--- src/rtl/color_centroid_if.sv ---
// Bundle of the frame/pixel inputs and classification/result outputs of the
// colour centroid accumulator. The producer uses master, the accumulator uses slave.
interface color_centroid_if #(
  parameter int CW    = 3,
  parameter int XW    = 10,
  parameter int YW    = 10,
  parameter int CNT_W = XW + YW
);
  logic                  frame_start;
  logic                  frame_end;
  logic                  pix_valid;
  logic [3*CW-1:0]       pix_data;
  logic [XW-1:0]         pix_x;
  logic [YW-1:0]         pix_y;

  logic                  class_valid;
  logic [2:0]            class_flags;
  logic [CNT_W-1:0]      cnt_r, cnt_g, cnt_b;
  logic [XW+CNT_W-1:0]   sumx_r, sumx_g, sumx_b;
  logic [YW+CNT_W-1:0]   sumy_r, sumy_g, sumy_b;
  logic                  result_valid;
  logic [2:0]            overflow;
  logic                  busy;

  modport master (
    output frame_start, frame_end, pix_valid, pix_data, pix_x, pix_y,
    input  class_valid, class_flags, cnt_r, cnt_g, cnt_b,
           sumx_r, sumx_g, sumx_b, sumy_r, sumy_g, sumy_b,
           result_valid, overflow, busy
  );

  modport slave (
    input  frame_start, frame_end, pix_valid, pix_data, pix_x, pix_y,
    output class_valid, class_flags, cnt_r, cnt_g, cnt_b,
           sumx_r, sumx_g, sumx_b, sumy_r, sumy_g, sumy_b,
           result_valid, overflow, busy
  );
endinterface

--- src/rtl/color_centroid_accumulator.sv ---
// Classifies pixels by dominant colour and accumulates per-colour pixel counts
// and coordinate sums over a frame, reporting saturating results at frame end.
module color_centroid_accumulator #(
  parameter int CW          = 3,
  parameter int XW          = 10,
  parameter int YW          = 10,
  parameter int RATIO_SHIFT = 1,
  parameter int MIN_LEVEL   = 0,
  parameter int CNT_W       = XW + YW
) (
  input logic             clk,
  input logic             reset,
  color_centroid_if.slave bus
);

  localparam int SXW = XW + CNT_W;
  localparam int SYW = YW + CNT_W;
  localparam int WW  = CW + RATIO_SHIFT;
  localparam logic [31:0] MIN_L = 32'(MIN_LEVEL);

  typedef enum logic [1:0] {IDLE, ACCUM, FLUSH, REPORT} state_t;

  // Comparison is done at CW+RATIO_SHIFT bits so the scaled rivals never truncate.
  function automatic logic dominant(input logic [CW-1:0] c, o1, o2);
    logic [WW-1:0] cw, a, b;
    cw = WW'(c);
    a  = WW'(o1) << RATIO_SHIFT;
    b  = WW'(o2) << RATIO_SHIFT;
    return (cw >= a) && (cw >= b) && (32'(c) >= MIN_L);
  endfunction

  logic [CW-1:0] ch_r, ch_g, ch_b;
  logic [2:0]    flags_d;

  assign ch_r    = bus.pix_data[3*CW-1 -: CW];
  assign ch_g    = bus.pix_data[2*CW-1 -: CW];
  assign ch_b    = bus.pix_data[CW-1:0];
  assign flags_d = {dominant(ch_r, ch_g, ch_b),
                    dominant(ch_g, ch_r, ch_b),
                    dominant(ch_b, ch_r, ch_g)};

  state_t state, state_nx;
  logic   flush_cnt;
  logic   clear, load_out;

  // Stage 1: classifier register, free-running in every state.
  logic          s1_valid, s1_acc;
  logic [2:0]    s1_flags;
  logic [XW-1:0] s1_x;
  logic [YW-1:0] s1_y;

  always_ff @(posedge clk) begin
    // NOTE: sequential state uses non-blocking assignments so every register
    // samples pre-edge values regardless of statement or block order.
    if (reset) begin
      s1_valid <= 1'b0;
      s1_acc   <= 1'b0;
      s1_flags <= '0;
      s1_x     <= '0;
      s1_y     <= '0;
    end else begin
      s1_valid <= bus.pix_valid;
      s1_acc   <= bus.pix_valid && (state == ACCUM) && !bus.frame_start;
      s1_flags <= flags_d;
      s1_x     <= bus.pix_x;
      s1_y     <= bus.pix_y;
    end
  end

  always_comb begin
    // NOTE: every output of this block gets a default first so no path can
    // leave one unassigned and infer a latch.
    state_nx = state;
    clear    = 1'b0;
    load_out = 1'b0;
    if (bus.frame_start) begin
      state_nx = ACCUM;
      clear    = 1'b1;
    end else begin
      case (state)
        IDLE:    state_nx = IDLE;
        ACCUM:   if (bus.frame_end) state_nx = FLUSH;
        FLUSH:   if (flush_cnt) begin
                   state_nx = REPORT;
                   load_out = 1'b1;
                 end
        REPORT:  state_nx = IDLE;
        default: state_nx = IDLE;
      endcase
    end
  end

  always_ff @(posedge clk) begin
    if (reset) begin
      state     <= IDLE;
      flush_cnt <= 1'b0;
    end else begin
      state     <= state_nx;
      flush_cnt <= (state == FLUSH) && !flush_cnt && !bus.frame_start;
    end
  end

  // Stage 2: saturating accumulators, index 2 = red, 1 = green, 0 = blue.
  logic [CNT_W-1:0] acc_cnt [3];
  logic [SXW-1:0]   acc_sx  [3];
  logic [SYW-1:0]   acc_sy  [3];
  logic [2:0]       acc_ovf;
  logic [CNT_W:0]   cnt_sum [3];
  logic [SXW:0]     sx_sum  [3];
  logic [SYW:0]     sy_sum  [3];

  always_comb begin
    for (int c = 0; c < 3; c++) begin
      cnt_sum[c] = {1'b0, acc_cnt[c]} + (CNT_W+1)'(1);
      sx_sum[c]  = {1'b0, acc_sx[c]} + (SXW+1)'(s1_x);
      sy_sum[c]  = {1'b0, acc_sy[c]} + (SYW+1)'(s1_y);
    end
  end

  always_ff @(posedge clk) begin
    if (reset || clear) begin
      acc_ovf <= '0;
      for (int c = 0; c < 3; c++) begin
        acc_cnt[c] <= '0;
        acc_sx[c]  <= '0;
        acc_sy[c]  <= '0;
      end
    end else if (s1_valid && s1_acc) begin
      for (int c = 0; c < 3; c++) begin
        if (s1_flags[c]) begin
          acc_cnt[c] <= cnt_sum[c][CNT_W] ? '1 : cnt_sum[c][CNT_W-1:0];
          acc_sx[c]  <= sx_sum[c][SXW]    ? '1 : sx_sum[c][SXW-1:0];
          acc_sy[c]  <= sy_sum[c][SYW]    ? '1 : sy_sum[c][SYW-1:0];
          acc_ovf[c] <= acc_ovf[c] | cnt_sum[c][CNT_W] | sx_sum[c][SXW] | sy_sum[c][SYW];
        end
      end
    end
  end

  // Results are captured on entry to REPORT so they are stable while result_valid is high.
  logic [CNT_W-1:0] out_cnt [3];
  logic [SXW-1:0]   out_sx  [3];
  logic [SYW-1:0]   out_sy  [3];
  logic [2:0]       out_ovf;

  always_ff @(posedge clk) begin
    if (reset) begin
      out_ovf <= '0;
      for (int c = 0; c < 3; c++) begin
        out_cnt[c] <= '0;
        out_sx[c]  <= '0;
        out_sy[c]  <= '0;
      end
    end else if (load_out) begin
      out_ovf <= acc_ovf;
      for (int c = 0; c < 3; c++) begin
        out_cnt[c] <= acc_cnt[c];
        out_sx[c]  <= acc_sx[c];
        out_sy[c]  <= acc_sy[c];
      end
    end
  end

  assign bus.class_valid  = s1_valid;
  assign bus.class_flags  = s1_flags;
  assign bus.result_valid = (state == REPORT);
  assign bus.busy         = (state == ACCUM) || (state == FLUSH);
  assign bus.overflow     = out_ovf;
  assign bus.cnt_r        = out_cnt[2];
  assign bus.cnt_g        = out_cnt[1];
  assign bus.cnt_b        = out_cnt[0];
  assign bus.sumx_r       = out_sx[2];
  assign bus.sumx_g       = out_sx[1];
  assign bus.sumx_b       = out_sx[0];
  assign bus.sumy_r       = out_sy[2];
  assign bus.sumy_g       = out_sy[1];
  assign bus.sumy_b       = out_sy[0];

endmodule

--- src/flat_wrapper.sv ---
// flat-port wrapper written by rule: the top's interface ports become plain ports
module color_centroid_accumulator_flat 
#(
  parameter int CW          = 3,
  parameter int XW          = 10,
  parameter int YW          = 10,
  parameter int RATIO_SHIFT = 1,
  parameter int MIN_LEVEL   = 0,
  parameter int CNT_W       = XW + YW
)
  (clk, reset, bus_frame_start, bus_frame_end, bus_pix_valid, bus_pix_data, bus_pix_x, bus_pix_y, bus_class_valid, bus_class_flags, bus_cnt_r, bus_cnt_g, bus_cnt_b, bus_sumx_r, bus_sumx_g, bus_sumx_b, bus_sumy_r, bus_sumy_g, bus_sumy_b, bus_result_valid, bus_overflow, bus_busy);
  color_centroid_if #(.CW(CW), .XW(XW), .YW(YW), .CNT_W(CNT_W)) bus_i ();
  input logic clk;
  input logic reset;
  input wire logic [$bits(bus_i.frame_start)-1:0] bus_frame_start;
  input wire logic [$bits(bus_i.frame_end)-1:0] bus_frame_end;
  input wire logic [$bits(bus_i.pix_valid)-1:0] bus_pix_valid;
  input wire logic [$bits(bus_i.pix_data)-1:0] bus_pix_data;
  input wire logic [$bits(bus_i.pix_x)-1:0] bus_pix_x;
  input wire logic [$bits(bus_i.pix_y)-1:0] bus_pix_y;
  output wire logic [$bits(bus_i.class_valid)-1:0] bus_class_valid;
  output wire logic [$bits(bus_i.class_flags)-1:0] bus_class_flags;
  output wire logic [$bits(bus_i.cnt_r)-1:0] bus_cnt_r;
  output wire logic [$bits(bus_i.cnt_g)-1:0] bus_cnt_g;
  output wire logic [$bits(bus_i.cnt_b)-1:0] bus_cnt_b;
  output wire logic [$bits(bus_i.sumx_r)-1:0] bus_sumx_r;
  output wire logic [$bits(bus_i.sumx_g)-1:0] bus_sumx_g;
  output wire logic [$bits(bus_i.sumx_b)-1:0] bus_sumx_b;
  output wire logic [$bits(bus_i.sumy_r)-1:0] bus_sumy_r;
  output wire logic [$bits(bus_i.sumy_g)-1:0] bus_sumy_g;
  output wire logic [$bits(bus_i.sumy_b)-1:0] bus_sumy_b;
  output wire logic [$bits(bus_i.result_valid)-1:0] bus_result_valid;
  output wire logic [$bits(bus_i.overflow)-1:0] bus_overflow;
  output wire logic [$bits(bus_i.busy)-1:0] bus_busy;
  assign bus_i.frame_start = bus_frame_start;
  assign bus_i.frame_end = bus_frame_end;
  assign bus_i.pix_valid = bus_pix_valid;
  assign bus_i.pix_data = bus_pix_data;
  assign bus_i.pix_x = bus_pix_x;
  assign bus_i.pix_y = bus_pix_y;
  assign bus_class_valid = bus_i.class_valid;
  assign bus_class_flags = bus_i.class_flags;
  assign bus_cnt_r = bus_i.cnt_r;
  assign bus_cnt_g = bus_i.cnt_g;
  assign bus_cnt_b = bus_i.cnt_b;
  assign bus_sumx_r = bus_i.sumx_r;
  assign bus_sumx_g = bus_i.sumx_g;
  assign bus_sumx_b = bus_i.sumx_b;
  assign bus_sumy_r = bus_i.sumy_r;
  assign bus_sumy_g = bus_i.sumy_g;
  assign bus_sumy_b = bus_i.sumy_b;
  assign bus_result_valid = bus_i.result_valid;
  assign bus_overflow = bus_i.overflow;
  assign bus_busy = bus_i.busy;
  color_centroid_accumulator #(.CW(CW), .XW(XW), .YW(YW), .RATIO_SHIFT(RATIO_SHIFT), .MIN_LEVEL(MIN_LEVEL), .CNT_W(CNT_W)) u_core (.clk(clk), .reset(reset), .bus(bus_i));
endmodule
--- config.mk ---
export PLATFORM = sky130hd
export DESIGN_NAME = color_centroid_accumulator_flat
export DESIGN_NICKNAME = d
export VERILOG_FILES = /design/src/rtl/color_centroid_if.sv /design/src/rtl/color_centroid_accumulator.sv /design/src/flat_wrapper.sv
export SDC_FILE = /design/constraint.sdc
export NUM_CORES = 1
export LEC_CHECK = 0
export BUFFER_PORTS_ARGS = -buffer_cell sky130_fd_sc_hd__clkbuf_2
export CAP_MARGIN = 5
export CORE_UTILIZATION = 30
export DETAILED_ROUTE_END_ITERATION = 10
export PLACE_DENSITY = 0.54
export SYNTH_ARGS = -nofsm -noshare
export SYNTH_HDL_FRONTEND = slang
export SYNTH_SLANG_ARGS = --single-unit
--- constraint.sdc ---
create_clock -name clk -period 8.2 [get_ports clk]
set_input_delay 0.82 -clock clk [delete_from_list [all_inputs] [get_ports clk]]
set_output_delay 0.82 -clock clk [all_outputs]
set_load 0.01 [all_outputs]
# ---- Word level (Yosys, flattened, before mapping)
# Memory sizes are Yosys's and may differ from the RTL's.
# Cells that the tools add are included.
dict set report word_totals {
  ff_bits 34
  mem_bits_rw 480
  in_bits 34
  out_inout_bits 249
  elab_cells 141
  mem_count 6
}
dict set report classes {
  addsub 9
  n_lt_le_gt_ge 6
  n_eq_ne 7
  muxes 54
  bitwise 27
  n_reduce_logical 20
}
# name depth word_bits rd rd_ports_with_merged_regs write_ports line
set memory_table {}
lappend memory_table {u_core.acc_sx 3 30 3 0 3 color_centroid_accumulator.sv:105} ;# logic [SXW-1:0] acc_sx [3];
lappend memory_table {u_core.acc_sy 3 30 3 0 3 color_centroid_accumulator.sv:106} ;# logic [SYW-1:0] acc_sy [3];
lappend memory_table {u_core.out_sx 3 30 3 0 3 color_centroid_accumulator.sv:142} ;# logic [SXW-1:0] out_sx [3];
lappend memory_table {u_core.out_sy 3 30 3 0 3 color_centroid_accumulator.sv:143} ;# logic [SYW-1:0] out_sy [3];
lappend memory_table {u_core.acc_cnt 3 20 3 0 3 color_centroid_accumulator.sv:104} ;# logic [CNT_W-1:0] acc_cnt [3];
lappend memory_table {u_core.out_cnt 3 20 3 0 3 color_centroid_accumulator.sv:141} ;# logic [CNT_W-1:0] out_cnt [3];
# cell count
set op_table {}
lappend op_table {{$mux W30} 18}
lappend op_table {{$add A30 B10 Y31} 6}
lappend op_table {{$mux W20} 9}
lappend op_table {{$add A20 B1 Y21 const B} 3}
lappend op_table {{$or A1 B1 Y1} 27}
lappend op_table {{$ge A3 B4 Y1} 6}
lappend op_table {{$mux W1} 24}
lappend op_table {{$reduce_and A2 Y1} 5}
lappend op_table {{$logic_and A1 B1 Y1} 8}
lappend op_table {{$pmux W2 S3} 1}
lappend op_table {{$eq A2 B2 Y1 const B} 2}
lappend op_table {{$mux W2} 2}
lappend op_table {{$reduce_or A2 Y1} 2}
lappend op_table {{$ne A3 B2 Y1 const B} 1}
lappend op_table {{$ne A3 B3 Y1 const B} 1}
lappend op_table {{$eq A2 B1 Y1 const B} 1}
lappend op_table {{$logic_not A1 Y1} 2}
lappend op_table {{$logic_not A2 Y1} 1}
lappend op_table {{$logic_or A1 B1 Y1} 2}
lappend op_table {{$ne A2 B1 Y1 const B} 1}
lappend op_table {{$ne A2 B2 Y1 const B} 1}

# ---- Depth between registers and ports, before layout
dict set report depth {
  word_depth 7
  ltp_mapped 9
  ltp_nobuf 8
}

# ---- Worst setup path after synthesis
# Ideal clock, no wire load.
dict set report synth_path {
  path_type {input -> register}
  from {input reset}
  to {memory u_core.out_cnt[0][0] (netlist name), enable pin}
  setup_ps 590
  t_arrival_ps 5800
  required_ps 7610
  slack_ps 1809
  stages 3
  n_path_buf 1
  cell_sequence {clkbuf_1 -> a31oi_1 -> inv_1}
}
# element line
set synth_rtl {}
lappend synth_rtl {{from (decl)} flat_wrapper.sv:14} ;# input logic reset;
lappend synth_rtl {{to (decl)} color_centroid_accumulator.sv:141}

==> results by group <==
Outcome
  – Status: complete, no violations

Yosys
  – Register area share after synthesis: 60.1%
  – FF+latch count, synth: 514
  – Synth Warn #: 0
  – Synthesized Nets: between 2k and 2.5k
  – Post-Syn Instances: 2,098
  – Post-Syn Area: 25,100 um^2
  – Netlist cell types: 64
  – Most common cell in the netlist: edfxtp_1
  – Most common library cells after synthesis: 480 x edfxtp_1, 257 x and2_1, 254 x a21oi_1
  – Syn Area/Cell: 12.0 um^2
  – Synth area leader: edfxtp_1
  – Ys flop type: edfxtp_1
  – Post-synth EDFFs: between 400 and 500
  – Top-area cell type share of the netlist area: 57.4%
  – Synth top area cells: edfxtp_1 57%, and2_1 6.4%, a21oi_1 5.1%
  – FFs w/ async S/R, synth: 0%

Timing
  – Slack of the critical path: 4.68 ns
  – Period utilization: 42.9%
  – Max-slew violations: 0
  – Skew final: 0.0179 ns
  – Min Hold Slack: 0.404 ns
  – Worst rel slew slack: 19.2%
  – Setup TNS Final: 0 ns
  – Fmax: 284 MHz
  – Setup violators final: 0
  – Slew @ Worst Pin: 1.21 ns
  – Endpoints failing hold: 0
  – RSZ-0062 raised after global routing: no
  – Final worst path period need: 3.52 ns

Critical path
  – CP max FO: 23
  – Critical Path End Type: flop
  – Worst R2R Start: u_core.s1_y[0]
  – Critical Path Start Type: flop
  – Worst r2r path cells: 8
  – Register-to-register setup slack: 4.68 ns
  – Arr. time, crit path: about 4 ns
  – Worst r2r dst: u_core.acc_sy[0][21]
  – Critical path class: flop to flop
  – Critical Path RT: between 8 and 9 ns

GRT
  – Vias in the first global route: roughly 17k
  – Gr ovfl total: 0
  – Global-route wire length before repair: about 100 mm
  – Initial antenna violation count: 2
  – Largest net degree at the start of global routing: 182
  – Total GRT Usage: 15.1%

Routing
  – Drt via density: 5.06
  – WL final: ~66 mm
  – Drt first pass iters: 5
  – Initial DRC Count: 1,290
  – Final ANT Viol Nets: 0
  – DRC Markers: 0
  – Via count: 17.6k
  – Wirelength per Cell: roughly 19 um

Worst hold path
  – Hold Path Stages: 2
  – Hold Crit Class: input port to flop
  – Worst Hold Launch: bus_pix_x[6]
  – Worst Hold End: u_core.s1_x[6]

Floorplanning
  – I/O pins: 283
  – Die Width: 291 um
  – Initial Util: 30.4%
  – Die area: 84,900 um^2
  – Core footprint: roughly 83,000 um^2
  – Core Rows: 105
  – Chip height: 291 um

Pwr
  – PwrDens: 206 nW/um^2
  – Worst VDD drop: ~0.16 mV
  – Leak: around 11 nW
  – Power, Total: 6.12 mW

CTS
  – CTS Sinks: 514
  – CTS tree: built
  – Clock-pin slew on the worst setup and hold paths: 0.06 ns
  – Root buffer cell: clkbuf_16
  – Worst-Skew Late Latency: 0.63 ns
  – CTS max path bufs: 3
  – Post-CTS setup buffers: 0
  – H-tree levels: 2
  – Hold Buf Count CTS: 0
  – Num CTS Buffers: 60
  – Post_cts resized: 0

Place
  – GPL Wtd Cong: 0.857
  – I/O Buffers: 282
  – DP Worst Slack: 4.25 ns
  – Post-DP HPWL: 44.2 mm
  – Placed cell area: 27,700 um^2

Cells and area
  – Register Area: between 15,000 and 20,000 um^2
  – Ant. Diodes: 0
  – Layout area overhead: 18.3%
  – Design area: around 30,000 um^2
  – Layout cells sized above 1: 17.0%
  – Filler cells: around 8k
  – Nets@finish: between 2k and 2.5k
  – Multi-input gate area: 9500 um^2

Job
  – Maxcap violations: 0
==> area by class of cell <==
type                       count  area share (%)
sequential                   514            50.8
multi-input combinational   1433            32.0
clock buffer                  76            5.42
timing repair buffer         297            5.17
tap                         1070            4.50
clock inverter                38            1.42
inverter                      55           0.720
==> stage by stage <==
step,utilization [%],instances
after floorplan,-,2098
after global placement,33.6,3369
after detailed placement,33.6,3369
after CTS,36.0,3483
after global routing,36.0,3483
final,36.0,3483
==> placed cells by master (no fill, tap or decap), types with 15 or more instances in the layout <==
| cell type | instances |
|---|---|
| xnor2_1 | 87 |
| a211oi_1 | 36 |
| clkbuf_2 | 282 |
| and3_1 | 40 |
| nor3_1 | 52 |
| dfxtp_1 | 34 |
| a21o_1 | 24 |
| o21a_1 | 15 |
| xor2_1 | 63 |
| nor2b_1 | 26 |
| inv_1 | 54 |
| and4_1 | 22 |
| ha_1 | 79 |
| nor2_1 | 72 |
| nand2_1 | 72 |
| a31oi_1 | 37 |
| o21ai_0 | 48 |
| clkbuf_16 | 60 |
| nand4_1 | 35 |
| a21oi_1 | 254 |
| nand3_1 | 62 |
| and2_1 | 257 |
| edfxtp_1 | 480 |
==> layer usage <==
layer | wire (um) | track usage, % | share of wire, %
met1 | 30600 | 20.6 | 46
met2 | 30600 | 24.5 | 46
met3 | 3280 | 2.87 | 5.0
met4 | 1470 | 4.20 | 2.2
met5 | 11 | 0 | 0.017
==> registers in the layout, summed over array words and instances, names as in the netlist, 10 cells and up <==
signal,flops
u_core.out_cnt,60
u_core.out_sy,90
u_core.acc_sx,90
u_core.s1_y,10
u_core.out_sx,90
u_core.acc_cnt,60
u_core.s1_x,10
u_core.acc_sy,90
==> how the worst max path moves through the flow <==
stage	from	endpoint	slack, ns	depth (start not counted)
2_1_floorplan	reset	u_core.out_cnt[0][0]	1.81	3
3_3_place_gp	reset	u_core.acc_cnt[0][16]	4.43	6
3_5_place_dp	reset	u_core.acc_cnt[0][16]	4.25	6
4_1_cts	u_core.s1_y[0]	u_core.acc_sy[0][21]	4.64	8
5_1_grt	u_core.s1_y[0]	u_core.acc_sy[0][21]	4.41	8
6_report	u_core.s1_y[0]	u_core.acc_sy[0][21]	4.68	8
==> power by group <==
group	internal, mW	switching [mW]
combinational	0.122	0.206
sequential	2.96	0.0950
clock	1.62	1.12
total	4.70	1.42
==> critical path: stages, from the launching register on <==
cell      delay, ns
dfxtp_1        0.53
ha_1           0.25
fa_1           0.22
a21oi_1        0.10
o22ai_1        0.23
o311a_1        0.36
nand3b_1       0.87
and2_1         0.51
a311oi_1       0.27
==> logic make-up (layout without fill, tap and decap cells) <==
group / count (synthesis) / after routing / synth area share [%]
multiplexers: 8 / 8 / 0.319
flip-flops: 514 / 514 / 60.1
AND/OR/NAND/NOR: 686 / 686 / 15.4
buffers and inverters: 151 / 466 / 2.28
AO/OA/AOI/OAI: 504 / 504 / 12.2
adder cells (fa/ha/maj): 85 / 85 / 4.41
XOR/XNOR: 150 / 150 / 5.23
(Power assumes the default switching activity.)
